**src/rtl/regfile_pkg.sv**
```systemverilog
// Shared constants and write-qualification helpers for the 2-read/1-write register bank.
package regfile_pkg;

    localparam int unsigned DEF_WIDTH = 8;
    localparam int unsigned DEF_DEPTH = 8;

    function automatic logic in_range(input int unsigned addr, input int unsigned depth);
        return addr < depth;
    endfunction

    // A write is legal when enabled, addressed inside the array and not aimed at a hard-wired zero word.
    function automatic logic wr_legal(input logic we, input int unsigned addr,
                                      input int unsigned depth, input logic zero_r0);
        return we && in_range(addr, depth) && !(zero_r0 && addr == 32'd0);
    endfunction

endpackage

```
**src/rtl/regfile_2r1w_word.sv**
```systemverilog
// One storage word: WIDTH-bit register with load enable and asynchronous active-low clear.
module reg_word
    import regfile_pkg::*;
#(
    parameter int unsigned WIDTH = DEF_WIDTH
) (
    input  logic             clk,
    input  logic             rst_n,
    input  logic             en,
    input  logic [WIDTH-1:0] d,
    output logic [WIDTH-1:0] q
);

    logic [WIDTH-1:0] r_q;

    // NOTE: every word is cleared by reset because the bank must read as zero straight after reset;
    // sequential state is always updated with non-blocking assignments.
    always_ff @(posedge clk or negedge rst_n) begin
        if (!rst_n) begin
            r_q <= '0;
        end else if (en) begin
            r_q <= d;
        end
    end

    assign q = r_q;

endmodule

```
**src/rtl/regfile_2r1w.sv**
```systemverilog
// General-purpose register bank: one synchronous write port, two combinational read ports with optional write-through.
module regfile_2r1w
    import regfile_pkg::*;
#(
    parameter int unsigned WIDTH   = DEF_WIDTH,
    parameter int unsigned DEPTH   = DEF_DEPTH,
    parameter bit          ZERO_R0 = 1'b0,
    parameter bit          BYPASS  = 1'b1,
    localparam int unsigned AW     = $clog2(DEPTH)
) (
    input  logic             clk,
    input  logic             rst_n,
    input  logic             we,
    input  logic [AW-1:0]    waddr,
    input  logic [WIDTH-1:0] wdata,
    input  logic [AW-1:0]    raddr_a,
    output logic [WIDTH-1:0] rdata_a,
    input  logic [AW-1:0]    raddr_b,
    output logic [WIDTH-1:0] rdata_b,
    output logic             werr
);

    logic [WIDTH-1:0] w_words [DEPTH];
    logic             w_legal;
    logic [WIDTH-1:0] w_rd_a;
    logic [WIDTH-1:0] w_rd_b;
    logic             r_werr;

    assign w_legal = wr_legal(we, 32'(waddr), DEPTH, ZERO_R0);

    for (genvar g = 0; g < DEPTH; g++) begin : g_word
        if (ZERO_R0 && g == 0) begin : g_zero
            assign w_words[g] = '0;
        end else begin : g_reg
            logic w_en;
            assign w_en = w_legal && (waddr == AW'(g));
            reg_word #(.WIDTH(WIDTH)) u_word (
                .clk   (clk),
                .rst_n (rst_n),
                .en    (w_en),
                .d     (wdata),
                .q     (w_words[g])
            );
        end
    end

    // NOTE: both read results get a default first, so an address matching no word reads zero and no latch is inferred.
    always_comb begin
        w_rd_a = '0;
        w_rd_b = '0;
        for (int i = 0; i < DEPTH; i++) begin
            if (raddr_a == AW'(i)) w_rd_a = w_words[i];
            if (raddr_b == AW'(i)) w_rd_b = w_words[i];
        end
        // Write-through is not gated by reset: a live legal write is forwarded even while the array is held clear.
        if (BYPASS && w_legal && raddr_a == waddr) w_rd_a = wdata;
        if (BYPASS && w_legal && raddr_b == waddr) w_rd_b = wdata;
    end

    always_ff @(posedge clk or negedge rst_n) begin
        if (!rst_n) begin
            r_werr <= 1'b0;
        end else if (we) begin
            r_werr <= !in_range(32'(waddr), DEPTH);
        end
    end

    assign rdata_a = w_rd_a;
    assign rdata_b = w_rd_b;
    assign werr    = r_werr;

endmodule

```
**config.mk**
```make
export PLATFORM = sky130hd
export DESIGN_NAME = regfile_2r1w
export DESIGN_NICKNAME = d
export VERILOG_FILES = /design/src/rtl/regfile_pkg.sv /design/src/rtl/regfile_2r1w_word.sv /design/src/rtl/regfile_2r1w.sv
export SDC_FILE = /design/constraint.sdc
export NUM_CORES = 1
export LEC_CHECK = 0
export CAP_MARGIN = 40
export CORE_MARGIN = 4
export CORE_UTILIZATION = 35
export CTS_CLUSTER_DIAMETER = 100
export CTS_CLUSTER_SIZE = 20
export DETAILED_ROUTE_END_ITERATION = 16
export MAX_ROUTING_LAYER = met4
export PLACE_DENSITY = 0.59
export SLEW_MARGIN = 20
export SYNTH_ARGS = -nofsm -noshare
export SYNTH_HDL_FRONTEND = slang
export SYNTH_SLANG_ARGS = --single-unit
```
**constraint.sdc**
```tcl
create_clock -name clk -period 2.9 [get_ports clk]
set_input_delay 0.58 -clock clk [delete_from_list [all_inputs] [get_ports clk]]
set_output_delay 0.58 -clock clk [all_outputs]
set_load 0.01 [all_outputs]
```
# After elaboration in Yosys (flattened, before gate mapping)
# Cells that the tools add are included.
# totals
regBits,64
output_inout_bits,17
elab_cells,62
# op_classes
eq_ne,23
mux,18
reduce_logical,13
# ops
operator,n
two-way mux 8 bit,18
equality test 3 bit (second input constant),12
equality test 3 x 2 -> 1 bit (second input constant),6
logical AND 1 bit,10
equality test 3 x 1 -> 1 bit (second input constant),3
zero test 3 bit,3
equality test 3 bit,2

# Logic depth before layout (Yosys ltp)
# depth
depth_word,10
depth_mapped,7
depth_no_buf,5

# Cells and area by module
# Synthesis repeated with hierarchy kept, for this count alone.
# hier_totals
cells_unflattened,383
area_unflattened_um2,4211.5
# modules_own_cells
module,n_inst,cells_per_inst,area_each_um2,seq_area_each_um2
reg_word,8,17,331.6,200.2
regfile_2r1w,1,247,1559.0,0.0

# Worst setup path after synthesis
# Ideal clock, no wire load.
# synth_timing
kind,input port to output port
from,input raddr_a[2]
to,output rdata_a[0]
t_arrival_ps,1682
setup_slack_ps,638
cell_stages,6
path_buffers,2
cell_sequence,buf_2 -> clkbuf_1 -> a21oi_1 -> nor3_1 -> o211ai_1 -> a31oi_1
# synth_between
elab_chain_len,10
elab_cells_between_ends,19
cone_classes,eq/ne: 8; mux: 9; reduce/logical: 2
# synth_lines
item,line,rtl
from (decl),regfile_2r1w.sv:16,"input logic [AW-1:0] raddr_a,"
zero test 3 bit,regfile_2r1w.sv:52,if (raddr_a == AW'(i)) w_rd_a = w_words[i];
two-way mux 8 bit (8 in a row),regfile_2r1w.sv:52,
two-way mux 8 bit (*),regfile_2r1w.sv:56,if (BYPASS && w_legal && raddr_a == waddr) w_rd_a = wdata;
to (decl),regfile_2r1w.sv:17,"output logic [WIDTH-1:0] rdata_a,"
# Mark *: on every way between the ends. The rest lies on a longest branch, timed or not.

# Final worst setup path
# layout_timing
from,input waddr[0]
to,output rdata_a[4]
# layout_between
elab_chain_len,3
# layout_lines
item,line,rtl
from (decl),regfile_2r1w.sv:14,"input logic [AW-1:0] waddr,"
equality test 3 bit,regfile_2r1w.sv:56,
logical AND 1 bit,regfile_2r1w.sv:56,
two-way mux 8 bit,regfile_2r1w.sv:56,
# No other way between the ends.

==> metrics.md <==
| Metric | Value |
|---|---|
| Status | finished, final reports clean |
| Routability cong. | 0.865 |
| Avg Vias per Cell | 5.52 |
| Crit path DAT | 2.24 ns |
| Setup Skew | 0 ns |
| Total grt overflow | 0 |
| Gr usage total | 0.188 |
| Max reg flops | 64 |
| Total Wirelength | 11.9 mm |
| RR Endpoint | g_word[2].g_reg.u_word.q[5] |
| Vias in the first global route | 3385 |
| First-pass GRT wire length | 18.7 mm |
| Clock Power Share | 0.340 |
| Post-synth top flop | dfrtp_1 |
| Starting Density | 0.360 |
| Syn_area_per_cell | 10.9 um2 |
| Required @ worst endpoint | 2.32 ns |
| Share of layout cells above drive strength 1 | 0.381 |
| Reg2Reg Setup Slack | 2.09 ns |
| CTS root buffer | clkbuf_16 |
| RSZ-0062 raised after global routing | false |
| Reg power frac | 0.389 |
| Max_cap viols | 0 |
| Antenna viol nets, final | 0 |
| Max H-tree Level | 3 |
| Post-Syn Area | 4130 um2 |
| Leak pwr | 2.29 nW |
| Tot Pwr | 3.25 mW |
| Clock slew at reported path FFs | 0.05 ns |
| Fin crit period | 2.82 ns |
| IO Port Bufs | 35 |
| DP Cell Count | 578 |
| Maximum vdd drop | 0.249 mV |
| Clock latency at the later pin of the worst-skew pair | 0.33 ns |
| Combinational share of power | 0.271 |
| Yosys reg bits | 64 |
| Post-DP HPWL | 8.03 mm |
| DRC Markers | 0 |
| Critical Path Fanout Max | 7 |
| Initial DRC Count | 230 |
| Internal power | 2.31 mW |
| Final Hold Fails | 0 |
| Commonest non-fill, non-tap cell in the layout | dfrtp_1 |
| Ys async rst share | 1.00 |
| Via count | 3312 |
| Sw frac | 0.288 |
| Cell variety after synth | 39 |
| Relative slew slack | 0.447 |
| IO Count | 37 |
| Number of synthesized flops with an enable pin | 0 |
| Final count of pins violating max slew | 0 |
| Power per cell area | 611 nW/um2 |
| Layout area overhead | 28.7% |
| Largest net degree at the start of global routing | 62 |
| Launching point of the worst reg2reg path | g_word[2].g_reg.u_word.q[5] |
| Clk sinks | 64 |
| Startpoint Class | input pin |
| Final count of negative-setup-slack endpoints | 0 |
| YS warnings | 0 |
| Die ar. | 13600 um2 |
| R2R cell count | 1 |
| Sequential area share after synthesis | 0.388 |
| ANT cells | 0 |
| Sw Pwr | 0.937 mW |
| Clock buffer depth | 2 |
| Routed length per instance | 19.8 um |
| Initial antenna violation count | 0 |
| Final Non-Filler Cells | 600 |
| Final period util | 0.971 |
| Most frequent cells in the layout | dfrtp_1, buf_4, mux2_2 |
| Placeable core area | 11500 um2 |
| Cts bufs inserted | 9 |
| Width of the die | 117 um |
| CTS tree | yes |
| Fmax | 0.355 GHz |
| Die height | 117 um |
| Mapped Cells | 380 |
| Min-Delay Path Class | input pin to async pin |
| Num rows | 39 |
| CP Capture Type | primary output |
| TritonRoute pass-1 iters | 4 |
| Worst-Margin Slew | 0.826 ns |
| Synthesized Nets | 400 |
| Final net count | 472 |
| Critical path class | input pin to primary output |
-- routing by layer --
layer  global-route usage  vias up  part of all wire
met5                    -        -                 0
met4               0.0520        0             0.019
met3               0.0456       20             0.064
met2                0.282      110              0.47
met1                0.255     1650              0.45
li1                     -     1532                 -
-- timing repair --
action,CTS,global route
endpoints found under the setup margin,16,12
buffers inserted,5,0
pin swaps,5,1
gates resized for setup,36,13
cloned,1,0
hold buffers,0,0
-- worst max-delay path by stage --
stage	from	depth (start not counted)	to	slack, ns
2_1_floorplan	raddr_a[2]	6	rdata_a[0]	0.64
3_3_place_gp	raddr_b[0]	8	rdata_b[5]	-0.44
3_5_place_dp	raddr_b[0]	8	rdata_b[5]	-0.47
4_1_cts	raddr_a[2]	8	rdata_a[1]	0.02
5_1_grt	raddr_a[0]	7	rdata_a[2]	0.006
6_report	waddr[0]	7	rdata_a[4]	0.08
-- worst max-delay path, cell delays in order --
cell and delay (ns):
clkdlybuf4s50_1 0.54, xnor2_1 0.14, nand4_1 0.12, buf_6 0.15, bufbuf_16 0.27, o22a_1 0.20, clkdlybuf4s15_1 0.23
-- Yosys cell counts, types with 4 or more instances --
cell type	instances	area share
buf_6	4	0.011
nand2b_1	8	0.012
mux4_2	10	0.055
or2b_1	4	0.0073
o22ai_1	16	0.024
a21oi_1	35	0.042
nand2_1	28	0.025
nand3b_1	7	0.013
nor2_1	13	0.012
clkbuf_1	8	0.0073
o21ai_0	15	0.018
mux2_2	48	0.13
xnor2_1	4	0.0085
o22a_1	6	0.013
dfrtp_1	64	0.39
mux2i_1	14	0.034
o21ai_1	13	0.016
buf_4	12	0.022
inv_1	8	0.0073
a2111oi_2	5	0.018
buf_2	13	0.016
mux2_4	16	0.058
-- final cells by class --
class	count	area, um2
Clock buffer	13	260
Fill cell	1056	6150
Timing Repair Buffer	98	916
Tap cell	143	179
Inverter	8	30.0
Sequential cell	64	1600
Clock inverter	3	40.0
Multi-Input combinational cell	271	2290
-- metrics by stage --
| step | instance area (um2) | TNS, ns | setup slack (ns) | utilization | hold slack [ns] |
|---|---|---|---|---|---|
| 5_1_grt | 5320 | 0 | 0.00595 | 0.464 | 0.0449 |
| 3_3_place_gp | 4950 | -5.83 | -0.441 | 0.432 | 0.398 |
| 4_1_cts | 5310 | 0 | 0.0173 | 0.463 | 0.0452 |
| 3_5_place_dp | 4950 | -6.15 | -0.468 | 0.432 | 0.402 |
| 2_1_floorplan | 4130 | 0 | 0.638 | - | 0.284 |
| 6_report | 5320 | 0 | 0.0850 | 0.464 | 0.0527 |
-- logic make-up after synthesis --
kind of cell / count (synthesis) / synth area share
buffers and inverters: 45 / 0.0630
AND/OR/NAND/NOR: 78 / 0.112
AO/OA/AOI/OAI: 98 / 0.147
other: 1 / 0.000908
XOR/XNOR: 6 / 0.0127
multiplexers: 88 / 0.277
flip-flops: 64 / 0.388
-- power groups by stage --
stage	sequential (mW)	combinational [mW]	clock [mW]
finish	1.26	0.882	1.10
global route	1.29	0.958	1.17
CTS	1.26	0.887	1.12
detailed placement	1.28	0.906	0
global placement	1.27	0.893	0
floorplan	1.21	0.615	0
No activity file was read; power rests on OpenSTA's default activity.
